[src/rtl/ariane_pkg.sv]
// AMO request/response types exchanged between the LSU AMO buffer and the cache.
package ariane_pkg;
   typedef enum logic [3:0] {
      AMO_NONE,
      AMO_LR,
      AMO_SC,
      AMO_SWAP,
      AMO_ADD,
      AMO_AND,
      AMO_OR,
      AMO_XOR,
      AMO_MAX,
      AMO_MAXU,
      AMO_MIN,
      AMO_MINU,
      AMO_CAS1,
      AMO_CAS2
   } amo_t;

   typedef struct packed {
      logic        req;
      amo_t        amo_op;
      logic [1:0]  size;
      logic [63:0] operand_a;
      logic [63:0] operand_b;
      logic        aq;
      logic        rl;
   } amo_req_t;

   typedef struct packed {
      logic        ack;
      logic [63:0] result;
   } amo_resp_t;
endpackage

[src/rtl/riscv.sv]
// Physical address width shared by the cache subsystem.
package riscv;
   localparam int unsigned PLEN = 56;
endpackage

[src/rtl/amo_rmw_unit.sv]
// AMO responder: runs one atomic op as a read-modify-write on a 64-bit req/gnt
// memory port, tracks the single LR/SC reservation and returns the old value.
module amo_rmw_unit
   import ariane_pkg::*;
(
   input  logic                   clk_i,
   input  logic                   rst_i,
   input  amo_req_t               amo_req_i,
   output amo_resp_t              amo_resp_o,
   output logic                   mem_req_o,
   output logic                   mem_we_o,
   output logic [riscv::PLEN-1:0] mem_addr_o,
   output logic [63:0]            mem_wdata_o,
   output logic [7:0]             mem_be_o,
   input  logic                   mem_gnt_i,
   input  logic                   mem_rvalid_i,
   input  logic [63:0]            mem_rdata_i
);

   localparam int unsigned PLEN = riscv::PLEN;

   typedef enum logic [2:0] {StIdle, StRd, StRdWait, StWr, StWrWait, StResp} state_t;

   state_t            state_q;
   amo_t              op_q;
   logic              word_q;
   logic [PLEN-1:2]   addr_q;
   logic [63:0]       opb_q;
   logic [63:0]       wdata_q;
   logic [7:0]        be_q;
   logic              mem_req_q;
   logic              mem_we_q;
   logic              ack_q;
   logic [63:0]       result_q;
   logic              resv_valid_q;
   logic [PLEN-1:3]   resv_addr_q;

   // Request-side decode used at capture time
   logic              req_word;
   logic [PLEN-1:0]   req_addr;
   logic [7:0]        req_be;
   logic [63:0]       sc_wdata;
   logic              resv_hit;

   // Read-side datapath: old value and computed new value
   logic [31:0]       old_w;
   logic [63:0]       old_val;
   logic [63:0]       opnd;
   logic [63:0]       new_val;
   logic [63:0]       new_wdata;
   logic [7:0]        lane_be;

   // aq/rl carry no meaning here; the unit only ever has one op in flight
   logic              unused_ok;
   assign unused_ok = ^{amo_req_i.aq, amo_req_i.rl, amo_req_i.operand_a[63:PLEN],
                        amo_req_i.operand_a[1:0]};

   // Decode the incoming request for capture in IDLE
   always_comb begin
      req_word = (amo_req_i.size == 2'b10);
      req_addr = amo_req_i.operand_a[PLEN-1:0];
      req_be   = req_word ? (req_addr[2] ? 8'hF0 : 8'h0F) : 8'hFF;
      sc_wdata = req_word ? {amo_req_i.operand_b[31:0], amo_req_i.operand_b[31:0]}
                          : amo_req_i.operand_b;
      resv_hit = resv_valid_q && (resv_addr_q == req_addr[PLEN-1:3]);
   end

   // Compute the new memory value from read data and the captured operand.
   // Word operands are sign-extended so one 64-bit compare serves both widths.
   always_comb begin
      old_w   = addr_q[2] ? mem_rdata_i[63:32] : mem_rdata_i[31:0];
      old_val = word_q ? {{32{old_w[31]}}, old_w} : mem_rdata_i;
      opnd    = word_q ? {{32{opb_q[31]}}, opb_q[31:0]} : opb_q;
      case (op_q)
         AMO_ADD:  new_val = old_val + opnd;
         AMO_AND:  new_val = old_val & opnd;
         AMO_OR:   new_val = old_val | opnd;
         AMO_XOR:  new_val = old_val ^ opnd;
         AMO_MAX:  new_val = ($signed(old_val) > $signed(opnd)) ? old_val : opnd;
         AMO_MIN:  new_val = ($signed(old_val) < $signed(opnd)) ? old_val : opnd;
         AMO_MAXU: new_val = (old_val > opnd) ? old_val : opnd;
         AMO_MINU: new_val = (old_val < opnd) ? old_val : opnd;
         default:  new_val = opnd;
      endcase
      new_wdata = word_q ? {new_val[31:0], new_val[31:0]} : new_val;
      lane_be   = word_q ? (addr_q[2] ? 8'hF0 : 8'h0F) : 8'hFF;
   end

   // Sequencer FSM with registered memory-port and response outputs
   always_ff @(posedge clk_i) begin
      if (rst_i) begin
         state_q      <= StIdle;
         op_q         <= AMO_NONE;
         word_q       <= 1'b0;
         addr_q       <= '0;
         opb_q        <= '0;
         wdata_q      <= '0;
         be_q         <= '0;
         mem_req_q    <= 1'b0;
         mem_we_q     <= 1'b0;
         ack_q        <= 1'b0;
         result_q     <= '0;
         resv_valid_q <= 1'b0;
         resv_addr_q  <= '0;
      end else begin
         ack_q <= 1'b0;
         case (state_q)
            StIdle: begin
               if (amo_req_i.req) begin
                  op_q   <= amo_req_i.amo_op;
                  word_q <= req_word;
                  addr_q <= req_addr[PLEN-1:2];
                  opb_q  <= amo_req_i.operand_b;
                  case (amo_req_i.amo_op)
                     AMO_SC: begin
                        // Every SC consumes the reservation, pass or fail
                        resv_valid_q <= 1'b0;
                        if (resv_hit) begin
                           wdata_q   <= sc_wdata;
                           be_q      <= req_be;
                           result_q  <= 64'd0;
                           mem_req_q <= 1'b1;
                           mem_we_q  <= 1'b1;
                           state_q   <= StWr;
                        end else begin
                           result_q <= 64'd1;
                           ack_q    <= 1'b1;
                           state_q  <= StResp;
                        end
                     end
                     AMO_CAS1, AMO_CAS2, AMO_NONE: begin
                        result_q <= 64'd0;
                        ack_q    <= 1'b1;
                        state_q  <= StResp;
                     end
                     default: begin
                        be_q      <= 8'hFF;
                        mem_req_q <= 1'b1;
                        mem_we_q  <= 1'b0;
                        state_q   <= StRd;
                     end
                  endcase
               end
            end
            StRd: begin
               if (mem_gnt_i) begin
                  mem_req_q <= 1'b0;
                  state_q   <= StRdWait;
               end
            end
            StRdWait: begin
               if (mem_rvalid_i) begin
                  result_q <= old_val;
                  if (op_q == AMO_LR) begin
                     resv_valid_q <= 1'b1;
                     resv_addr_q  <= addr_q[PLEN-1:3];
                     ack_q        <= 1'b1;
                     state_q      <= StResp;
                  end else begin
                     wdata_q   <= new_wdata;
                     be_q      <= lane_be;
                     mem_req_q <= 1'b1;
                     mem_we_q  <= 1'b1;
                     state_q   <= StWr;
                  end
               end
            end
            StWr: begin
               if (mem_gnt_i) begin
                  mem_req_q <= 1'b0;
                  mem_we_q  <= 1'b0;
                  state_q   <= StWrWait;
               end
            end
            StWrWait: begin
               if (mem_rvalid_i) begin
                  // A completed store into the reserved granule breaks the reservation
                  if (resv_addr_q == addr_q[PLEN-1:3]) begin
                     resv_valid_q <= 1'b0;
                  end
                  ack_q   <= 1'b1;
                  state_q <= StResp;
               end
            end
            StResp: begin
               state_q <= StIdle;
            end
            default: begin
               state_q <= StIdle;
            end
         endcase
      end
   end

   assign mem_req_o         = mem_req_q;
   assign mem_we_o          = mem_we_q;
   assign mem_addr_o        = {addr_q[PLEN-1:3], 3'b000};
   assign mem_wdata_o       = wdata_q;
   assign mem_be_o          = be_q;
   assign amo_resp_o.ack    = ack_q;
   assign amo_resp_o.result = result_q;

endmodule

[config.mk]
export PLATFORM = sky130hd
export DESIGN_NAME = amo_rmw_unit
export DESIGN_NICKNAME = d
export VERILOG_FILES = /design/src/rtl/ariane_pkg.sv /design/src/rtl/riscv.sv /design/src/rtl/amo_rmw_unit.sv
export SDC_FILE = /design/constraint.sdc
export NUM_CORES = 1
export LEC_CHECK = 0
export ABC_AREA = 1
export CAP_MARGIN = 20
export CORE_MARGIN = 2
export CORE_UTILIZATION = 40
export CTS_BUF_LIST = sky130_fd_sc_hd__clkbuf_8
export CTS_CLUSTER_DIAMETER = 40
export DETAILED_ROUTE_END_ITERATION = 8
export PLACE_DENSITY = 0.69
export SLEW_MARGIN = 20
export SYNTH_ARGS = -nofsm -noshare
export SYNTH_HDL_FRONTEND = slang
export SYNTH_SLANG_ARGS = --single-unit
[constraint.sdc]
create_clock -name clk_i -period 8.8 [get_ports clk_i]
set_input_delay 1.76 -clock clk_i [delete_from_list [all_inputs] [get_ports clk_i]]
set_output_delay 1.76 -clock clk_i [all_outputs]
set_load 0.005 [all_outputs]
# Yosys cells after proc, flatten, opt, wreduce, memory -nomap -nowiden
# Cells that the tools add are included.
# W data, S select, Z words.
[op_classes]
addsub = 1
magnitude_cmp = 4
eq_ne = 33
mux = 64
bitwise_logic = 3
reduce_logical = 18
[op_table]
columns = ["op", "count"]
rows = [
  ["$mux W64", 15],
  ["$pmux W64 S8", 1],
  ["$pmux W64 S2", 3],
  ["$gt A64 B64 Y1", 2],
  ["$lt A64 B64 Y1", 2],
  ["$eq A53 B53 Y1", 2],
  ["$add A64 B64 Y64", 1],
  ["$and A64 B64 Y64", 1],
  ["$mux W8", 8],
  ["$or A64 B64 Y64", 1],
  ["$xor A64 B64 Y64", 1],
  ["$mux W32", 1],
  ["$pmux W8 S2", 2],
  ["$eq A4 B4 Y1 const B", 6],
  ["$mux W3", 7],
  ["$reduce_and A7 Y1", 3],
  ["$ne A2 B2 Y1 const B", 10],
  ["$mux W1", 18],
  ["$eq A4 B3 Y1 const B", 4],
  ["$pmux W3 S5", 1],
  ["$pmux W1 S3", 4],
  ["$reduce_and A6 Y1", 2],
  ["$reduce_bool A3 Y1", 3],
  ["$eq A3 B2 Y1 const B", 2],
  ["other kinds (20)", 23],
]
[word_totals]
elab_cells = 136
regBits = 319
in_bits = 205

# Logic depth before layout (Yosys ltp)
# Gate-level depths: netlist of run 1.
[logic_depth]
depth_word = 9
ltp_mapped = 31
depth_no_buf = 30

# Worst setup path before layout of run 1
# No wires, ideal clock.
[synth_timing]
kind = "input -> register"
start = "input mem_rdata_i[63]"
end = "register wdata_q[47] (netlist: mem_wdata_o[47])"
t_required_ns = 8.691
slack_ns = 3.935
arrival_ns = 4.756
n_path_buf = 3
setup_ns = 0.109
path_stages = 26
path_cell_list = "inv_1 -> o21ai_1 -> clkbuf_1 -> inv_1 -> o21ai_1 -> inv_1 -> ha_1 -> nor2_1 -> nand2_1 -> nor3_2 -> and2b_1 -> nand2_1 -> nand2_1 -> nand2_2 -> nand2_2 -> nand2_1 -> nand2_2 -> nand2_2 -> buf_6 -> buf_6 -> o211ai_1 -> nand3_1 -> nand2_1 -> nand3_1 -> nand2_1 -> inv_1"
[synth_between]
elab_chain_cells = 9
elab_cells_between_ends = 19
classes_between = "add/sub: 1; order compare: 4; mux: 11; bitwise: 3"
[synth_rtl]
columns = ["item", "line", "text"]
rows = [
  ["start, declared", "amo_rmw_unit.sv:17", "input logic [63:0] mem_rdata_i"],
  ["$mux W32", "amo_rmw_unit.sv:71", "old_w = addr_q[2] ? mem_rdata_i[63:32] : mem_rdata_i[31:0];"],
  ["$mux W64 *", "amo_rmw_unit.sv:72", "old_val = word_q ? {{32{old_w[31]}}, old_w} : mem_rdata_i;"],
  ["$lt A64 B64 Y1 (tied with other cells)", "amo_rmw_unit.sv:82", "AMO_MINU: new_val = (old_val < opnd) ? old_val : opnd;"],
  ["$mux W64, on equally long branches", "n/a", ""],
  ["$pmux W64 S8 *", "amo_rmw_unit.sv:74", "case (op_q)"],
  ["$mux W64 *", "amo_rmw_unit.sv:85", "new_wdata = word_q ? {new_val[31:0], new_val[31:0]} : new_val;"],
  ["$mux W64 *", "amo_rmw_unit.sv:154", "if (op_q == AMO_LR) begin"],
  ["$mux W64 *", "amo_rmw_unit.sv:152", "if (mem_rvalid_i) begin"],
  ["$pmux W64 S2 *", "amo_rmw_unit.sv:107", "case (state_q)"],
  ["end signal, assigned", "amo_rmw_unit.sv:119", "wdata_q <= sc_wdata;"],
  ["end signal, assigned", "amo_rmw_unit.sv:160", "wdata_q <= new_wdata;"],
  ["end, declared", "amo_rmw_unit.sv:29", "logic [63:0] wdata_q;"],
]
# Every way passes the cells marked *; elsewhere a longest branch is shown, timed or not. The select of a mux whose other input is x is not followed.
# A chain may end at the register's enable or synchronous reset.

# Worst setup path in the final report of run 1
[layout_timing]
start = "input mem_rdata_i[31]"
end = "register wdata_q[54] (netlist: mem_wdata_o[54])"
# Same word-level chain as after synthesis.

==> metrics.csv, run 1 <==
metric,value,unit
die_w,270,µm
hpwl,120000,µm
grt_start_max_net_pins,116,
rsz0062_at_grt,false,
gp_congestion,1.03,
path_class,input port to flop,
wl_per_cell,25.5,µm
io_buffers,384,
ios,400,
gr-total-overflow,0,
grt_pass1_vias,31600,
grtUsageTotal,0.403,
postRouteAntennaNets,0,
placementRows,97,
setup_viol,0,
final_layout_size_suffix_gt1_frac,0.0665,
crit_path_start_kind,input port,
critPathMaxFanout,32,
via_per_inst,5.75,
synth-seq-cells,313,
hold_path_depth,2,
dieHeight,270,µm
peakVddDrop,0.297,mV
required,9.43,ns
cellPowerDensity,302,nW/µm²
totalWireLength,155000,µm
synth_cell_types,51,
relSlewSlack,0.184,
finalMaxSlewViolations,0,
yosysWarningCount,0,
die-area,73100,µm²
cp.depth,27,
synth_ff_type,dfxtp_1,
instances_no_fill,6072,
netlist_area,28400,µm²
drc,0,
clock_latency,0.72,ns
clock_skew,0.0625,ns
end_kind,flop,
nets,5475,
dp.cells,5949,
reg2regPathDepth,26,
synth_cells,4799,
cts_made_buffers,66,
cts_tree,done,
yosysSeqAreaShare,0.221,
finalSetupTns,0,ns
startpoint,mem_rdata_i[31],
cts_root_buffer,clkbuf_8,
r2r_start,word_q,
cp_data_arrival_time,7.57,ns
clock.fmax,144,MHz
crit_slowest_cell,a21oi_1,
hold_violations,0,
avgSynthCellArea,5.92,µm²
antenna_found_initial,10,
period_share,0.788,
path_clk_slew,0.06,ns
cts.sink_count,313,
cts_buffer_depth,3,
post_cts_buffers,0,
tightest_slew,1.21,ns
min_period,6.94,ns
cap_violations,0,
crit_top_cell,nand2_1,
num_vias,34900,
htreeDepth,3,
drt_iter0_drc,4506,
cts_resized,0,
synth-edff-count,0,
dr.pass1.iters,7,
status,finished clean,
leakage,15.0,nW
grt_pass1_wl,218000,µm
area_growth,21.6,%
cp.buffers_inverters,7,
start_util,0.405,
async_flop_share,0,
cp_top_family,buffers and inverters,
hold_path.class,flop to flop,
slowest_delay,0.72,ns
min-delay-start,addr_q[44],
cts_hold_buf,0,
core_area,70100,µm²
[worst min-delay path, delay by kind of cell, from the launching register on]
kind,cells,cell delay [ns]
AO/OA/AOI/OAI,1,0.05
buffers and inverters,1,0.06
flip-flops,1,0.34
[flip-flops by register name (all words and copies together) (netlist names), 2 cells and up]
register and flops:
addr_q 54, opb_q 64, op_q 4, mem_wdata_o 64, resv_addr_q 53, result_q 64
state_q 3, mem_be_o 2
[path summary, 6_finish.rpt]
check / to / slack (ns)
worst max-delay path: mem_wdata_o[54] / 1.86
worst min-delay path: resv_addr_q[44] / 0.44
worst max register to register: mem_wdata_o[38] / 2.30
worst min register to register: resv_addr_q[44] / 0.44
[synth_stat cells, types with 3 or more instances]
cell / count / area [µm²]
nor4_1: 12 / 75.1
buf_6: 11 / 124
o2111ai_1: 11 / 96.3
a211oi_1: 33 / 248
o21ai_0: 429 / 2150
o211ai_1: 28 / 210
o22ai_1: 57 / 357
o21a_1: 5 / 37.5
nand3_2: 3 / 30.0
nand3_1: 395 / 1980
ha_1: 192 / 2400
a221oi_1: 23 / 201
a21oi_1: 532 / 2660
o211ai_2: 3 / 37.5
buf_4: 75 / 563
xnor2_1: 41 / 359
o21bai_1: 11 / 82.6
a31oi_1: 20 / 125
inv_2: 25 / 93.8
nor3_1: 15 / 75.1
nand3b_1: 20 / 150
dfxtp_1: 313 / 6270
nor2_2: 3 / 18.8
o221ai_1: 3 / 26.3
nand2_1: 1064 / 3990
xor2_1: 17 / 149
a21o_1: 3 / 22.5
clkbuf_1: 177 / 664
nand2_2: 7 / 43.8
clkinv_1: 5 / 18.8
buf_1: 14 / 52.6
nor2_1: 506 / 1900
o21ai_1: 30 / 150
or2_2: 37 / 231
buf_2: 33 / 165
nand4_1: 36 / 225
inv_1: 588 / 2210
nor3_2: 4 / 40.0
[per-layer routing]
metal	share of wire	vias to the layer above	global-route usage
met1	0.40	16100	0.525
met2	0.40	2188	0.579
met3	0.13	375	0.136
li1	-	16200	-
met5	0.00061	-	0
met4	0.062	14	0.221
[cells in the final DEF, fill, tap and decap left out, types with 7 or more instances in the layout]
cell type	n
nand2_1	1063
inv_1	602
a21oi_1	532
nor2_1	495
o21ai_0	425
nand3_1	393
clkdlybuf4s50_1	383
dfxtp_1	312
ha_1	192
buf_4	128
clkbuf_8	76
o22ai_1	57
xnor2_1	41
or2_2	37
nand4_1	36
o21ai_1	33
a211oi_1	33
o211ai_1	28
inv_2	25
a221oi_1	23
nand3b_1	20
a31oi_1	20
xor2_1	17
nor3_1	14
nor4_1	12
o2111ai_1	11
o21bai_1	11
clkinv_2	9
nor2_4	7
nor2_2	7
nand2_2	7
buf_12	7
[where the power goes]
part	switching (mW)	total, mW	internal (mW)
registers	0.258	1.93	1.67
logic	4.68	6.72	2.04
clock network	0.809	1.78	0.970
[kinds of logic after synthesis]
group,synth area share
AND/OR/NAND/NOR,0.311
AO/OA/AOI/OAI,0.228
buffers and inverters,0.137
flip-flops,0.221
adder cells (fa/ha/maj),0.0853
XOR/XNOR,0.0179
other,0.000132
[area by class of cell]
| type | count | area [µm²] |
|---|---|---|
| clock inverters | 43 | 425 |
| diodes | 4 | 10.0 |
| clock buffers | 76 | 1050 |
| repair buffers | 518 | 4930 |
| flip-flops and latches | 313 | 6270 |
| inverters | 618 | 2330 |
| multi-input cells | 3560 | 18300 |
| fillers | 7558 | 35600 |
| well taps | 940 | 1180 |
[per-stage QoR]
step	setup slack (ns)	hold slack, ns	cell area [µm²]	utilization	power, mW
2_1_floorplan	3.94	0.424	28400	-	5.77
3_3_place_gp	1.65	0.435	33100	0.471	8.33
3_5_place_dp	1.62	0.443	33100	0.471	8.33
4_1_cts	2.32	0.419	34500	0.492	10.1
5_1_grt	1.97	0.455	34500	0.492	10.9
6_report	1.86	0.437	34500	0.492	10.4
No activity file was read; power rests on OpenSTA's default activity.
==> run 2, diff against run 1 <==
--- a/config.mk
+++ b/config.mk
@@ -12,7 +12,7 @@
 export CTS_BUF_LIST = sky130_fd_sc_hd__clkbuf_8
 export CTS_CLUSTER_DIAMETER = 40
 export DETAILED_ROUTE_END_ITERATION = 8
-export PLACE_DENSITY = 0.69
+export PLACE_DENSITY = 0.71
 export SLEW_MARGIN = 20
 export SYNTH_ARGS = -nofsm -noshare
 export SYNTH_HDL_FRONTEND = slang
==> constraint.sdc (replaced) <==
create_clock -name clk_i -period 5.65 [get_ports clk_i]
set_input_delay 1.13 -clock clk_i [delete_from_list [all_inputs] [get_ports clk_i]]
set_output_delay 1.13 -clock clk_i [all_outputs]
set_load 0.005 [all_outputs]
==> run 2 against run 1 <==
Clock skew decreased by 0.041 ns; clock power increased by 30%; die area unchanged; clock-buffer cell count decreased by 5; sequential share of layout area decreased by 0.97 points; critical path type is now flop to flop.
==> metrics.csv, run 2 (same netlist as run 1, synthesis figures left out) <==
metric,value,unit
num_vias,36200,
post_cts_buffers,0,
rsz0062_at_grt,false,
hold_path.class,flop to flop,
whs,0.453,ns
via_per_inst,5.71,
critPathMaxFanout,21,
gp_congestion,1.09,
clock.fmax,191,MHz
final_util,0.520,
drt_iter0_drc,5165,
tightest_slew,1.09,ns
io_buffers,384,
cts_hold_buf,0,
grt_pass1_wl,220000,µm
fillCellCount,7378,
hold_violations,0,
dieHeight,270,µm
end_kind,flop,
antenna_found_initial,11,
ios,400,
cts_made_buffers,59,
cts_buffer_depth,3,
die-area,73100,µm²
min_period,5.23,ns
r2r_start,word_q,
relSlewSlack,0.263,
seqPwrFrac,0.179,
period_share,0.926,
r2r_setup_slack,0.42,ns
status,finished clean,
nets,5746,
wl_per_cell,24.3,µm
final_layout_size_suffix_gt1_frac,0.113,
p_comb_frac,0.683,
clock_skew,0.0215,ns
grt_pass1_vias,32700,
cts_resized,0,
switching_share,0.533,
crit_path_end,mem_wdata_o[49],
reg2regPathDepth,27,
startpoint,word_q,
required,6.27,ns
grtUsageTotal,0.403,
totalWireLength,154000,µm
clkPwrFrac,0.138,
cts_tree,done,
cts.sink_count,313,
worstReg2RegEnd,mem_wdata_o[49],
grt_start_max_net_pins,162,
placementRows,97,
path_clk_slew,0.06,ns
setup_viol,0,
cap_violations,0,
peakVddDrop,0.293,mV
htreeDepth,2,
postRouteAntennaNets,0,
dr.pass1.iters,6,
crit_path_start_kind,flop,
start_util,0.405,
cellPowerDensity,461,nW/µm²
gr-total-overflow,0,
finalMaxSlewViolations,0,
path_class,flop to flop,
cp_data_arrival_time,5.85,ns
min-delay-start,opb_q[58],
area_growth,28.5,%
clock_latency,0.68,ns
p_int,7.86,mW
die_w,270,µm
dp.cells,6227,
p_sw,8.96,mW
core_area,70100,µm²
hpwl,122000,µm
drc,0,
cts_root_buffer,clkbuf_8,
leakage,16.3,nW
layout_commonest_cell,nand2_1,
instances_no_fill,6340,
final_cell_mix,"nand2_1 (1063), inv_1 (601), a21oi_1 (532), nor2_1 (495), o21ai_0 (429)",
## run 2: changes by cell type in the layout (fill, tap and decap cells not counted), moves of 3 or more
cell	before	now
buf_4	128	398
buf_12	7	15
clkbuf_8	76	71
o21ai_0	425	429
o21ai_1	33	29
bufinv_16	5	2
inv_12	3	0
## run 2: routing by layer
metal	wire length, µm	global-route usage	up-vias
met4	8340	0.193	12
met3	21500	0.121	340
met5	89	0	-
met2	62200	0.580	2431
li1	-	-	16800
met1	62200	0.547	16600
## run 2: area by class of cell
| cell class | count | area [µm²] | area share |
|---|---|---|---|
| diodes | 6 | 15.0 | 0.000412 |
| clock buffers | 71 | 977 | 0.0268 |
| clock inverters | 36 | 253 | 0.00693 |
| inverters | 618 | 2330 | 0.0639 |
| multi-input cells | 3560 | 18300 | 0.503 |
| flip-flops and latches | 313 | 6270 | 0.172 |
| well taps | 940 | 1180 | 0.0322 |
| repair buffers | 796 | 7120 | 0.195 |
## run 2: per-stage QoR
step	TNS, ns	instance area [µm²]	power, mW	setup slack (ns)
4_1_cts	0	36500	16.3	0.656
5_1_grt	0	36500	17.7	0.236
6_report	0	36500	16.8	0.420
2_1_floorplan	0	28400	8.99	1.42
3_3_place_gp	0	35200	13.9	0.0172
3_5_place_dp	-0.0177	35200	13.9	-0.0177
## run 2: how the worst min path moves through the flow
stage	endpoint	slack, ns	cells past startpoint
3_3_place_gp	opb_q[46]	0.43	2
2_1_floorplan	opb_q[46]	0.42	2
4_1_cts	opb_q[62]	0.45	2
6_report	opb_q[58]	0.45	2
5_1_grt	opb_q[59]	0.48	2
3_5_place_dp	opb_q[62]	0.44	2
## run 2: worst max-delay path: stages (launching register included)
cell and delay [ns]:
dfxtp_2 0.38, buf_4 0.23, nand2_1 0.09, buf_4 0.24, buf_4 0.25, o21ai_1 0.60
ha_1 0.38, inv_2 0.08, nand2_1 0.08, nor3_1 0.32, nand2_1 0.10, nand2_1 0.10
nand2_1 0.05, nand2_1 0.08, nand2_1 0.05, nand2_1 0.12, nand2_2 0.08, buf_4 0.17
nand3_1 0.08, nand2_2 0.12, nor2_2 0.22, buf_4 0.29, a21oi_1 0.10, nand3_1 0.20
nand3_1 0.35, nand3_1 0.26, nand2_1 0.07, inv_1 0.05
## run 2: power by group through the flow
| stage | Clock, mW | Combinational (mW) | Sequential (mW) |
|---|---|---|---|
| final | 2.31 | 11.5 | 3.01 |
| after global routing | 2.43 | 12.2 | 3.04 |
| after CTS | 2.33 | 11.0 | 2.98 |
| after detailed placement | 0 | 10.9 | 3.02 |
| after global placement | 0 | 10.9 | 3.02 |
| after floorplan | 0 | 6.10 | 2.89 |
